### src/rtl/mem_pkg.sv
// Shared types and helpers for the MEM-stage load/store unit.
// Op codes, FSM states and bus size encodings live here so the top and the aligner agree.
package mem_pkg;

   typedef enum logic [3:0] {
      OpNone = 4'd0,
      OpLb   = 4'd1,
      OpLbu  = 4'd2,
      OpLh   = 4'd3,
      OpLhu  = 4'd4,
      OpLw   = 4'd5,
      OpSb   = 4'd6,
      OpSh   = 4'd7,
      OpSw   = 4'd8
   } memop_t;

   typedef enum logic [1:0] {
      StIdle   = 2'd0,
      StReq    = 2'd1,
      StWait   = 2'd2,
      StCancel = 2'd3
   } lsu_state_t;

   localparam logic [1:0] SZ_B = 2'd0;
   localparam logic [1:0] SZ_H = 2'd1;
   localparam logic [1:0] SZ_W = 2'd2;

   function automatic logic is_load(input memop_t op);
      case (op)
         OpLb, OpLbu, OpLh, OpLhu, OpLw: return 1'b1;
         default:                        return 1'b0;
      endcase
   endfunction

   function automatic logic is_store(input memop_t op);
      case (op)
         OpSb, OpSh, OpSw: return 1'b1;
         default:          return 1'b0;
      endcase
   endfunction

   function automatic logic is_misaligned(input memop_t op, input logic [1:0] addr);
      case (op)
         OpLh, OpLhu, OpSh: return addr[0];
         OpLw, OpSw:        return (addr != 2'b00);
         default:           return 1'b0;
      endcase
   endfunction

   function automatic logic [1:0] op_size(input memop_t op);
      case (op)
         OpLb, OpLbu, OpSb: return SZ_B;
         OpLh, OpLhu, OpSh: return SZ_H;
         default:           return SZ_W;
      endcase
   endfunction

endpackage

### src/rtl/load_align.sv
// Little-endian byte/half lane select with sign or zero extension for loads.
module load_align
   import mem_pkg::*;
(
   input  logic [31:0] i_rdata,
   input  logic [1:0]  i_addr,
   input  memop_t      i_memop,
   output logic [31:0] o_result
);

   logic [7:0]  w_byte;
   logic [15:0] w_half;

   always_comb begin
      w_byte = 8'h00;
      unique case (i_addr)
         2'd0: w_byte = i_rdata[7:0];
         2'd1: w_byte = i_rdata[15:8];
         2'd2: w_byte = i_rdata[23:16];
         2'd3: w_byte = i_rdata[31:24];
      endcase
      w_half = i_addr[1] ? i_rdata[31:16] : i_rdata[15:0];

      o_result = i_rdata;
      case (i_memop)
         OpLb:    o_result = {{24{w_byte[7]}}, w_byte};
         OpLbu:   o_result = {24'h000000, w_byte};
         OpLh:    o_result = {{16{w_half[15]}}, w_half};
         OpLhu:   o_result = {16'h0000, w_half};
         default: o_result = i_rdata;
      endcase
   end

endmodule

### src/rtl/mem_lsu.sv
// MEM stage: EX/MEM register, SRAM-like data bus master, load alignment and EXE bypass outputs.
// The bus FSM holds the stage (mem_stall_o) from request until the response has been consumed.
module mem_lsu
   import mem_pkg::*;
#(
   parameter int unsigned ADDR_W = 32,
   parameter int unsigned DATA_W = 32
) (
   input  logic              clk,
   input  logic              rst,

   input  logic              ex_valid_i,
   input  logic [DATA_W-1:0] ex_aluout_i,
   input  logic [DATA_W-1:0] ex_rdata2_i,
   input  logic [4:0]        ex_waddr_i,
   input  logic              ex_we_i,
   input  logic [3:0]        ex_memop_i,
   input  logic [DATA_W-1:0] ex_hi_data_i,
   input  logic [DATA_W-1:0] ex_lo_data_i,
   input  logic [1:0]        ex_hilo_we_i,
   input  logic [4:0]        ex_rd_i,
   input  logic              ex_wcp0_i,
   input  logic [DATA_W-1:0] ex_pc_i,
   input  logic              stall_i,
   input  logic              flush_i,

   output logic              data_req_o,
   output logic              data_wr_o,
   output logic [1:0]        data_size_o,
   output logic [ADDR_W-1:0] data_addr_o,
   output logic [DATA_W-1:0] data_wdata_o,
   input  logic              data_addr_ok_i,
   input  logic              data_data_ok_i,
   input  logic [DATA_W-1:0] data_rdata_i,

   output logic              mem_valid_o,
   output logic [4:0]        mem_waddr_o,
   output logic              mem_we_o,
   output logic [DATA_W-1:0] mem_wdata_o,
   output logic [1:0]        mem_hilo_we_o,
   output logic [DATA_W-1:0] mem_hi_alu_out_o,
   output logic [DATA_W-1:0] mem_lo_alu_out_o,
   output logic [4:0]        mem_rd_o,
   output logic              mem_wcp0_o,
   output logic [DATA_W-1:0] mem_pc_o,
   output logic              mem_stall_o,
   output logic              adel_o,
   output logic              ades_o,
   output logic [DATA_W-1:0] badvaddr_o
);

   lsu_state_t        r_state, w_state_next;
   logic              r_valid, r_we, r_wcp0, r_done;
   logic [DATA_W-1:0] r_aluout, r_rdata2, r_hi, r_lo, r_pc, r_buf;
   logic [4:0]        r_waddr, r_rd;
   logic [1:0]        r_hilo_we;
   memop_t            r_memop;

   memop_t            w_ex_op;
   logic              w_capture, w_start, w_latch;
   logic              w_load, w_store, w_misalign, w_exc;
   logic [DATA_W-1:0] w_aligned;

   assign w_ex_op   = memop_t'(ex_memop_i);
   assign w_capture = !stall_i && (r_state == StIdle);
   assign w_start   = w_capture && !flush_i && ex_valid_i && (w_ex_op != OpNone) &&
                      !is_misaligned(w_ex_op, ex_aluout_i[1:0]);

   // Bus FSM; w_latch marks a response that belongs to a live (unflushed) access.
   always_comb begin
      w_state_next = r_state;
      w_latch      = 1'b0;
      case (r_state)
         StIdle: begin
            if (w_start) w_state_next = StReq;
         end
         StReq: begin
            if (data_addr_ok_i) begin
               if (data_data_ok_i) begin
                  w_state_next = StIdle;
                  w_latch      = !flush_i;
               end else if (flush_i) begin
                  w_state_next = StCancel;
               end else begin
                  w_state_next = StWait;
               end
            end else if (flush_i) begin
               w_state_next = StIdle;
            end
         end
         StWait: begin
            if (data_data_ok_i) begin
               w_state_next = StIdle;
               w_latch      = !flush_i;
            end else if (flush_i) begin
               w_state_next = StCancel;
            end
         end
         StCancel: begin
            if (data_data_ok_i) w_state_next = StIdle;
         end
         default: w_state_next = StIdle;
      endcase
   end

   always_ff @(posedge clk or negedge rst) begin
      if (!rst) begin
         r_state   <= StIdle;
         r_valid   <= 1'b0;
         r_we      <= 1'b0;
         r_wcp0    <= 1'b0;
         r_done    <= 1'b0;
         r_aluout  <= '0;
         r_rdata2  <= '0;
         r_hi      <= '0;
         r_lo      <= '0;
         r_pc      <= '0;
         r_buf     <= '0;
         r_waddr   <= '0;
         r_rd      <= '0;
         r_hilo_we <= '0;
         r_memop   <= OpNone;
      end else begin
         r_state <= w_state_next;
         if (w_capture) begin
            r_done    <= 1'b0;
            r_valid   <= ex_valid_i;
            r_we      <= ex_we_i;
            r_wcp0    <= ex_wcp0_i;
            r_hilo_we <= ex_hilo_we_i;
            r_memop   <= w_ex_op;
            r_aluout  <= ex_aluout_i;
            r_rdata2  <= ex_rdata2_i;
            r_hi      <= ex_hi_data_i;
            r_lo      <= ex_lo_data_i;
            r_pc      <= ex_pc_i;
            r_waddr   <= ex_waddr_i;
            r_rd      <= ex_rd_i;
            if (flush_i) begin
               r_valid   <= 1'b0;
               r_we      <= 1'b0;
               r_wcp0    <= 1'b0;
               r_hilo_we <= 2'b00;
               r_memop   <= OpNone;
            end
         end else if ((r_state != StIdle) && flush_i) begin
            r_valid   <= 1'b0;
            r_we      <= 1'b0;
            r_wcp0    <= 1'b0;
            r_hilo_we <= 2'b00;
         end
         if (w_latch) begin
            r_buf  <= data_rdata_i;
            r_done <= 1'b1;
         end
      end
   end

   load_align u_load_align (
      .i_rdata  (r_buf),
      .i_addr   (r_aluout[1:0]),
      .i_memop  (r_memop),
      .o_result (w_aligned)
   );

   assign w_load     = is_load(r_memop);
   assign w_store    = is_store(r_memop);
   assign w_misalign = is_misaligned(r_memop, r_aluout[1:0]);
   assign adel_o     = r_valid && w_load && w_misalign;
   assign ades_o     = r_valid && w_store && w_misalign;
   assign w_exc      = adel_o || ades_o;
   assign badvaddr_o = w_exc ? r_aluout : '0;

   assign data_req_o  = (r_state == StReq);
   assign data_wr_o   = data_req_o && w_store;
   assign data_size_o = data_req_o ? op_size(r_memop) : 2'd0;
   assign data_addr_o = data_req_o ? r_aluout[ADDR_W-1:0] : '0;

   // Stores replicate the source lane so the slave can pick any byte/half lane.
   always_comb begin
      data_wdata_o = '0;
      if (data_req_o && w_store) begin
         case (r_memop)
            OpSb:    data_wdata_o = {4{r_rdata2[7:0]}};
            OpSh:    data_wdata_o = {2{r_rdata2[15:0]}};
            default: data_wdata_o = r_rdata2;
         endcase
      end
   end

   assign mem_stall_o      = (r_state != StIdle);
   assign mem_valid_o      = r_valid;
   assign mem_waddr_o      = r_waddr;
   assign mem_we_o         = r_we && !w_exc;
   assign mem_wdata_o      = (w_load && r_done) ? w_aligned : r_aluout;
   assign mem_hilo_we_o    = r_hilo_we;
   assign mem_hi_alu_out_o = r_hi;
   assign mem_lo_alu_out_o = r_lo;
   assign mem_rd_o         = r_rd;
   assign mem_wcp0_o       = r_wcp0;
   assign mem_pc_o         = r_pc;

endmodule

### config.mk
export PLATFORM = sky130hd
export DESIGN_NAME = mem_lsu
export DESIGN_NICKNAME = d
export VERILOG_FILES = /design/src/rtl/mem_pkg.sv /design/src/rtl/load_align.sv /design/src/rtl/mem_lsu.sv
export SDC_FILE = /design/constraint.sdc
export NUM_CORES = 1
export LEC_CHECK = 0
export BUFFER_PORTS_ARGS = -buffer_cell sky130_fd_sc_hd__buf_2
export CAP_MARGIN = 5
export CELL_PAD_IN_SITES_DETAIL_PLACEMENT = 0
export CELL_PAD_IN_SITES_GLOBAL_PLACEMENT = 1
export CORE_MARGIN = 8
export CORE_UTILIZATION = 34
export CTS_CLUSTER_DIAMETER = 80
export DETAILED_ROUTE_END_ITERATION = 10
export MAX_ROUTING_LAYER = met4
export PLACE_DENSITY = 0.78
export RECOVER_POWER = 50
export SETUP_SLACK_MARGIN = 0.1
export SYNTH_ARGS = -nofsm -noshare
export SYNTH_HDL_FRONTEND = slang
export SYNTH_SLANG_ARGS = --single-unit
### constraint.sdc
create_clock -name clk -period 2.2 [get_ports clk]
set_clock_uncertainty 0.1 [all_clocks]
set_input_delay 0.22 -clock clk [delete_from_list [all_inputs] [get_ports clk]]
set_output_delay 0.22 -clock clk [all_outputs]
set_load 0.01 [all_outputs]
== Word-level counts from Yosys, hierarchy flattened ==
Index checks and enable logic that the tools add are counted.

* Register bits after elaboration: 214
* Input bits: 217
* Logic and storage cells: 111

* Equal/unequal tests: 23
* Multiplexer cells: 39
* Reduce and logical (&&, ||, !) cells: 34

{| class="wikitable"
|+ Operators by type and width
! kind !! count
|-
| $mux 32 || 4
|-
| $pmux 32 s4 || 1
|-
| $pmux 32 s2 || 1
|-
| $pmux 8 s4 || 1
|-
| $eq 4x3->1 const B || 7
|-
| $mux 2 || 11
|-
| $mux 16 || 1
|-
| $mux 1 || 14
|-
| $logic_and 1x1->1 || 13
|-
| $eq 4x2->1 const B || 3
|-
| $reduce_or 3->1 || 4
|-
| $reduce_bool 2->1 || 5
|-
| $eq 2x2->1 const B || 4
|-
| $eq 4x4->1 const B || 2
|-
| $pmux 2 s4 || 1
|-
| $pmux 1 s2 || 3
|-
| $reduce_or 5->1 || 1
|-
| $eq 2x1->1 const B || 2
|-
| $eq 4x1->1 const B || 1
|-
| $logic_not 1->1 || 4
|-
| $logic_not 2->1 || 2
|-
| $mux 4 || 1
|-
| $ne 2x2->1 const B || 2
|-
| $pmux 2 s2 || 1
|-
| 6 further kinds || 7
|}

== Longest topological paths before layout ==
Gate-level depths: netlist of run 1.

* Depth in word-level cells: 8
* Gate-level depth with buffers: 9

== Hierarchy ==
A second synthesis of run 1 with hierarchy kept.

* Cells, all modules: 1,182
* Area total of the unflattened synthesis: 10,502.6 um^2

{| class="wikitable"
|+ By module, submodules not included
! module !! instances !! cells an instance !! area an instance (um^2)
|-
| mem_lsu || 1 || 1,081 || 9,675.5
|-
| load_align || 1 || 101 || 827.0
|}

== Worst setup path before layout of run 1 ==
Ideal clock, no wire load.

* Kind: register to output
* From: register r_aluout[1]
* To: output mem_wdata_o[15]
* Data arrival time: 1.664 ns
* Slack: 0.216 ns
* Cell stages (with the launch flop): 8
* Buffers on the path: 2
* Cells stage by stage: dfrtp_1 -> buf_4 -> mux2_2 -> nor3_2 -> nor4_4 -> buf_4 -> nor2_1 -> a21oi_1

* Word-level cells in the longest chain between the ends: 4
* Elaborated cells on any way between the ends: 8
* Those cells by class: 3 x eq/ne; 4 x mux; 1 x reduce/logical

{| class="wikitable"
|+ Ends and longest elaborated chain
! item !! line !! RTL
|-
| start: declaration || mem_lsu.sv:54 || <nowiki>logic [DATA_W-1:0] r_aluout, r_rdata2, r_hi, r_lo, r_pc, r_buf;</nowiki>
|-
| start signal: assignment || mem_lsu.sv:132 || <nowiki>r_aluout <= ex_aluout_i;</nowiki>
|-
| $eq 2x2->1, or another cell as far along || load_align.sv:16 || <nowiki>unique case (i_addr)</nowiki>
|-
| $pmux 8 s4 || load_align.sv:16 ||
|-
| $pmux 32 s4 * || load_align.sv:25 || <nowiki>case (i_memop)</nowiki>
|-
| $mux 32 * || mem_lsu.sv:195 || <nowiki>assign mem_wdata_o = (w_load && r_done) ? w_aligned : r_aluout;</nowiki>
|-
| end: declaration || mem_lsu.sv:39 || <nowiki>output logic [DATA_W-1:0] mem_wdata_o,</nowiki>
|}

Every way passes the cells marked *; elsewhere a longest branch is shown, timed or not.

== Worst setup path in the final report of run 1 ==
* From: register r_memop[0]
* To: output badvaddr_o[25]

* Word-level cells in the longest chain between the ends: 7
* Elaborated cells on any way between the ends: 21
* Those cells by class: 8 x eq/ne; 4 x mux; 9 x reduce/logical

{| class="wikitable"
|+ Ends and longest elaborated chain
! item !! line !! RTL
|-
| start: declaration || mem_lsu.sv:57 || <nowiki>memop_t r_memop;</nowiki>
|-
| start signal: assignment || mem_lsu.sv:122 || <nowiki>r_memop <= OpNone;</nowiki>
|-
| start signal: assignment || mem_lsu.sv:131 || <nowiki>r_memop <= w_ex_op;</nowiki>
|-
| start signal: assignment || mem_lsu.sv:144 || <nowiki>r_memop <= OpNone;</nowiki>
|-
| $eq 4x3->1, or another cell as far along || mem_pkg.sv:29, mem_pkg.sv:43 ||
|-
| $reduce_or 5->1 or $reduce_or 3->1 (tied branches) || mem_pkg.sv:29, mem_pkg.sv:36 ||
|-
| $mux 1 (on tied branches) || mem_pkg.sv:29, mem_pkg.sv:36 ||
|-
| $logic_and 1x1->1 (on tied branches) (2 in a row) || mem_lsu.sv:169, mem_lsu.sv:170 ||
|-
| $logic_or 1x1->1 * || mem_lsu.sv:171 || <nowiki>assign w_exc = adel_o || ades_o;</nowiki>
|-
| $mux 32 * || mem_lsu.sv:172 || <nowiki>assign badvaddr_o = w_exc ? r_aluout : '0;</nowiki>
|-
| end: declaration || mem_lsu.sv:49 || <nowiki>output logic [DATA_W-1:0] badvaddr_o</nowiki>
|}

Marked as above.

==> out/qor.yml, run 1 <==
timing:
  setup_ws_ps: -451
  rsz0062_at_grt: "yes"
  setup_viol: 101
  finalHoldViolations: 0
  maxSlewHeadroom_pct: -8.20
  worst_pin_slew_ps: 1620
  fin_crit_sh_pct: 120
  fmax_ghz: 0.377
  period_needed_ps: 2650
  whs_ps: 79.2
  maxSlewViolCount: 57
route:
  finalWirelength_mm: 46.8
  drt_iter0_markers: 683
  dr.pass1.iters: 5
  wl_per_cell_um: 19.8
  ant_nets: 0
  drt-vias-per-instance: 4.91
  drc: 0
  dr_total_vias: 11600
yosys:
  postSynthCellCount: 1225
  yosysMostFrequentCell: "nand2_1"
  async_reset_ff_share_pct: 100
  ys_ff_latch: 214
  synth-edff-count: 0
  ys_seq_area_share_pct: 51.9
  yosysUniqueCellTypes: 48
  synth_top_area_cell: "dfrtp_1"
  ys.flop_type: "dfrtp_1"
  synth_fp_nets: 1447
  synth_top_area_share_pct: 51.9
  synth_area_leaders: "dfrtp_1 52%, nand2_1 21%, mux2_2 5.1%, and2_1 4.4%, a21oi_1 2.4%"
  yosysWarnings: 0
  ys_top_cells_by_count: "576 x nand2_1, 214 x dfrtp_1, 72 x and2_1, 49 x a21oi_1"
  syn_area_per_cell_um2: 8.42
  syn_area_um2: 10300
final_layout:
  drive_gt1_share_pct: 37.2
  final_cell_area_um2: 18000
  final_cells: 2360
  fill_cells: 2510
  syn_to_final_growth_pct: 75.0
  nNetsFinal: 2172
floorplanning:
  start_util_pct: 34.6
  io_pins: 463
  std_cell_rows: 63
  dieArea_um2: 36200
  core_area_um2: 29800
  die_x_um: 190
  die_h_um: 190
clocking:
  cts_tree: "built"
  cts.path.max_buffers: 3
  clkSinkCount: 214
  clk_latency_ps: 510
  cts-buffers-inserted: 25
  clkSlewWorstSetupHoldPaths_ps: 60
  htreeDepth: 1
  ctsRootBufferMaster: "clkbuf_16"
power_and_ir_drop:
  power.leakage_nw: 9.12
  powerDensity_nw_per_um2: 1340
  peakVddDrop_mv: 0.695
worst_setup_path:
  r2r_slack_ps: 200
  path_class: "flop to primary output"
  arrival_ps: 2330
  crit_required_ps: 1880
  rr_startpoint: "r_state[0]"
  worstSetupStartpoint: "r_memop[0]"
  reg2reg_depth: 8
  worst-path-max-fanout: 8
  cp-start-kind: "flop"
  r2r_end: "r_buf[29]"
  endpoint: "badvaddr_o[25]"
  endpoint_kind: "primary output"
grt:
  grt_pass1_wl_mm: 68.1
  grt_antenna_before_repair: 2
  grt_max_degree: 95
  grt.overflow.total: 0
  grt_usage_pct: 24.3
  grt_pass1_vias: 12100
placed_design:
  place_area_um2: 13300
  io_buffers: 462
  place_congestion: 0.907
  place_inst: 2046
  dp_hpwl_mm: 30.3
run_status:
  violations: "capacitance limit, slew limit, setup timing"
  status: "finished with violations"
flow_run:
  maxCapViolCount: 1
worst_hold_path:
  min_path_type: "primary input to flop"
  hp-start: "data_addr_ok_i"
==> cell usage in the layout (no fill, tap or decap), types with 4 or more instances in the layout <==
cell type and instances:
clkbuf_1 74, buf_8 6, dlygate4sd3_1 215, dfrtp_1 209, buf_4 43, a22oi_1 6
a211oi_2 6, buf_6 77, buf_12 16, o21ai_0 11, a21oi_1 19, a21oi_4 7
mux2_2 46, nand3_1 12, o21ai_1 28, a221oi_2 5, dfrtp_2 5, ha_1 4
nand2_1 573, clkbuf_16 35, clkinv_2 7, nor2_1 18, and2_4 50, o21ai_2 18
nor3_4 4, clkbuf_8 6, mux2i_1 11, or3_1 6, and2_1 22, buf_2 330
a21oi_2 23
==> cell families after synthesis <==
group / count (synthesis) / share of synthesized area (%)
compound gates: 140 / 7.85
xor+xnor: 2 / 0.170
fa+ha+maj: 5 / 0.606
buf+inv: 86 / 3.59
flops: 214 / 51.9
mux: 59 / 6.42
simple gates: 719 / 29.5
==> worst min-delay path by stage <==
stage / cells after the start / endpoint
after floorplan: 0 / mem_hi_alu_out_o[0]
after global placement: 1 / r_rdata2[20]
after detailed placement: 1 / r_rdata2[20]
after CTS: 5 / r_state[0]
after global routing: 5 / r_state[0]
final: 5 / r_state[0]
==> cell type report <==
| type | instances | area [um^2] | share of cell area [%] |
|---|---|---|---|
| timing repair buffer | 775 | 6080 | 33.7 |
| sequential | 214 | 5360 | 29.7 |
| tap | 390 | 488 | 2.70 |
| timing repair inverter | 1 | 11.3 | 0.0624 |
| clock buffer | 34 | 719 | 3.99 |
| clock inverter | 11 | 88.8 | 0.492 |
| inverter | 7 | 38.8 | 0.215 |
| antenna | 2 | 5.00 | 0.0277 |
| multi-input combinational | 926 | 5260 | 29.1 |
==> critical path: stages (launching register included) <==
cell and delay, ps:
dfrtp_2 470, nor3_4 300, buf_6 150, mux2i_1 70, nor2_2 150, buf_4 140
buf_8 120, buf_16 140, and2_1 130, buf_2 140
==> repair_timing <==
item / CTS / global route
pin swaps: 22 / 11
setup endpoints to repair: 127 / 159
cloned: 6 / 14
buffers inserted: 23 / 9
endpoints found under the hold margin: 370 / 0
resized for setup: 103 / 185
hold buffers: 215 / 0
==> report_power, final <==
group          internal (mW)  switching [mW]
Clock                   2.40            1.67
Combinational           5.66            6.95
Sequential              5.83            1.72
Total                   13.9            10.3
==> metal layers <==
metal | share of wire (%) | routed length (um) | GRT usage [%] | vias up
met3 | 7.4 | 3470 | 5.29 | 119
met5 | 0 | 0 | - | -
met1 | 39 | 18200 | 28.6 | 5573
met2 | 50 | 23500 | 40.4 | 513
li1 | - | - | - | 5394
met4 | 3.4 | 1590 | 8.86 | 0
==> sequential cells by signal (all words and copies together), names as in the netlist <==
name              flops
r_buf                32
r_we                  1
r_rdata2             32
r_state               2
mem_wcp0_o            1
r_done                1
mem_lo_alu_out_o     32
mem_valid_o           1
mem_rd_o              5
mem_hi_alu_out_o     32
r_memop               4
mem_pc_o             32
mem_hilo_we_o         2
mem_waddr_o           5
r_aluout             32
==> per-stage QoR <==
stage | TNS [ps] | setup slack (ps) | utilization (%) | total power [mW]
2_1_floorplan | 0 | 216 | - | 12.6
3_3_place_gp | 0 | 60.2 | 44.8 | 17.1
3_5_place_dp | -20.4 | -20.4 | 44.8 | 17.2
4_1_cts | -30970 | -404 | 57.2 | 23.0
5_1_grt | -44980 | -526 | 60.6 | 25.7
6_report | -34180 | -451 | 60.6 | 24.2
No activity file was read; power rests on OpenSTA's default activity.
==> inputs of run 2 (changes only) <==
--- a/config.mk
+++ b/config.mk
@@ -10,11 +10,12 @@
 export CELL_PAD_IN_SITES_DETAIL_PLACEMENT = 0
 export CELL_PAD_IN_SITES_GLOBAL_PLACEMENT = 1
 export CORE_MARGIN = 8
-export CORE_UTILIZATION = 34
+export CORE_UTILIZATION = 35
+export CTS_BUF_LIST = sky130_fd_sc_hd__clkbuf_8
 export CTS_CLUSTER_DIAMETER = 80
 export DETAILED_ROUTE_END_ITERATION = 10
 export MAX_ROUTING_LAYER = met4
-export PLACE_DENSITY = 0.78
+export PLACE_DENSITY = 0.8
 export RECOVER_POWER = 50
 export SETUP_SLACK_MARGIN = 0.1
 export SYNTH_ARGS = -nofsm -noshare
==> out/qor.yml, run 2 (synthesis gave the netlist of run 1 again) <==
grt:
  grt_pass1_vias: 12400
  grt_usage_pct: 25.2
  grt_max_degree: 76
  grt.overflow.total: 0
  grt_antenna_before_repair: 4
  grt_pass1_wl_mm: 69.3
route:
  dr_total_vias: 11600
  dr.pass1.iters: 5
  finalWirelength_mm: 45.6
  drc: 0
  wl_per_cell_um: 19.1
  drt-vias-per-instance: 4.87
  ant_nets: 0
  drt_iter0_markers: 734
timing:
  fmax_ghz: 0.372
  maxSlewViolCount: 0
  fin_tns_setup_ps: -36700
  worst_pin_slew_ps: 1360
  setup_ws_ps: -487
  finalHoldViolations: 0
  period_needed_ps: 2690
  whs_ps: 81.4
  rsz0062_at_grt: "yes"
  fin_crit_sh_pct: 122
  setup_viol: 101
  maxSlewHeadroom_pct: 9.50
worst_setup_path:
  cp-start-kind: "flop"
  arrival_ps: 2370
  crit_required_ps: 1880
  endpoint_kind: "primary output"
  worst-path-max-fanout: 23
  rr_startpoint: "r_state[1]"
  r2r_end: "r_buf[11]"
  reg2reg_depth: 10
  path_class: "flop to primary output"
  r2r_slack_ps: 90
final_layout:
  final_cells: 2386
  nNetsFinal: 2183
  final_util_pct: 61.2
  final_cell_mix: "571 x nand2_1, 358 x buf_2, 215 x dlygate4sd3_1"
  layout_commonest_cell: "nand2_1"
  drive_gt1_share_pct: 36.0
  syn_to_final_growth_pct: 73.9
placed_design:
  place_inst: 2046
  place_congestion: 0.893
  io_buffers: 462
  pre_cts_ws_ps: 19.5
  dp_hpwl_mm: 29.8
flow_run:
  maxCapViolCount: 0
clocking:
  htreeDepth: 2
  clkSinkCount: 214
  clk_latency_ps: 540
  clkSlewWorstSetupHoldPaths_ps: 60
  cts-buffers-inserted: 41
  ctsRootBufferMaster: "clkbuf_8"
  cts_tree: "built"
  cts.path.max_buffers: 3
worst_hold_path:
  whs_path_depth: 5
  min_path_type: "primary input to flop"
  hp-start: "data_addr_ok_i"
  min_to: "r_state[0]"
power_and_ir_drop:
  peakVddDrop_mv: 0.781
  powerDensity_nw_per_um2: 1390
  power.leakage_nw: 9.24
floorplanning:
  start_util_pct: 35.2
  die_h_um: 188
  core_area_um2: 29300
  io_pins: 463
  die_x_um: 188
  dieArea_um2: 35200
  std_cell_rows: 63
run_status:
  status: "finished with violations"
  violations: "setup timing"
run 2: cell types whose count changed in the layout (fill, tap and decap cells not counted), sizes merged:
cell,delta
diode,+2
bufinv,+3
inv,+9
buf,+2
clkinv,-4
clkbuf,+14
run 2: worst max path at each step:
stage                           start         endpoint  slack [ps]  cells after the start
after global routing       r_memop[1]  mem_wdata_o[14]        -570                      9
final                      r_memop[1]   mem_wdata_o[0]        -490                      7
after global placement     r_memop[3]   mem_wdata_o[7]          40                      6
after CTS                  r_memop[2]   mem_wdata_o[7]        -460                      7
after detailed placement   r_memop[3]   mem_wdata_o[7]          20                      6
after floorplan           r_aluout[1]  mem_wdata_o[15]         220                      7
run 2: through the flow:
stage	total power [mW]	instance area, um^2
3_3_place_gp	17.1	13300
5_1_grt	26.6	17900
3_5_place_dp	17.2	13300
2_1_floorplan	12.6	10300
6_report	25.0	17900
4_1_cts	23.6	17200
run 2: timing repair:
item                       in CTS  in global routing
gates cloned                    9                  6
hold buffers                  215                  0
hold endpoints to repair      426                  0
gates resized for setup        91                137
setup buffers                  21                 13
setup endpoints to repair     147                165
pin swaps                      14                 14
run 2: layer usage:
layer | track usage (%) | vias to the layer above | part of all wire [%]
met2 | 41.2 | 523 | 49
met1 | 29.1 | 5514 | 39
met4 | 12.2 | 0 | 4.9
met3 | 5.96 | 149 | 7.0
met5 | - | - | 0
li1 | - | 5430 | -
run 2: cell type report:
type	count	area, um^2
diodes	4	10.0
clock buffers	54	743
clock inverters	20	200
fillers	2471	11400
inverters	7	31.3
multi-input cells	926	5200
flip-flops and latches	214	5360
well taps	390	488
repair buffers	771	5900
run 2: report_power, final:
part,internal (mW),switching [mW],leakage [nW],total [mW]
clock network,2.68,1.79,0.515,4.47
logic,6.11,6.91,6.08,13.0
registers,5.83,1.70,2.64,7.53
total,14.6,10.4,9.24,25.0
run 2: critical path, stage by stage (launching register included):
cell      delay [ps]
dfrtp_2          440
buf_6            150
o21a_1           210
or3_4            350
buf_12           190
a221oi_4         200
o22ai_2          130
buf_2            160
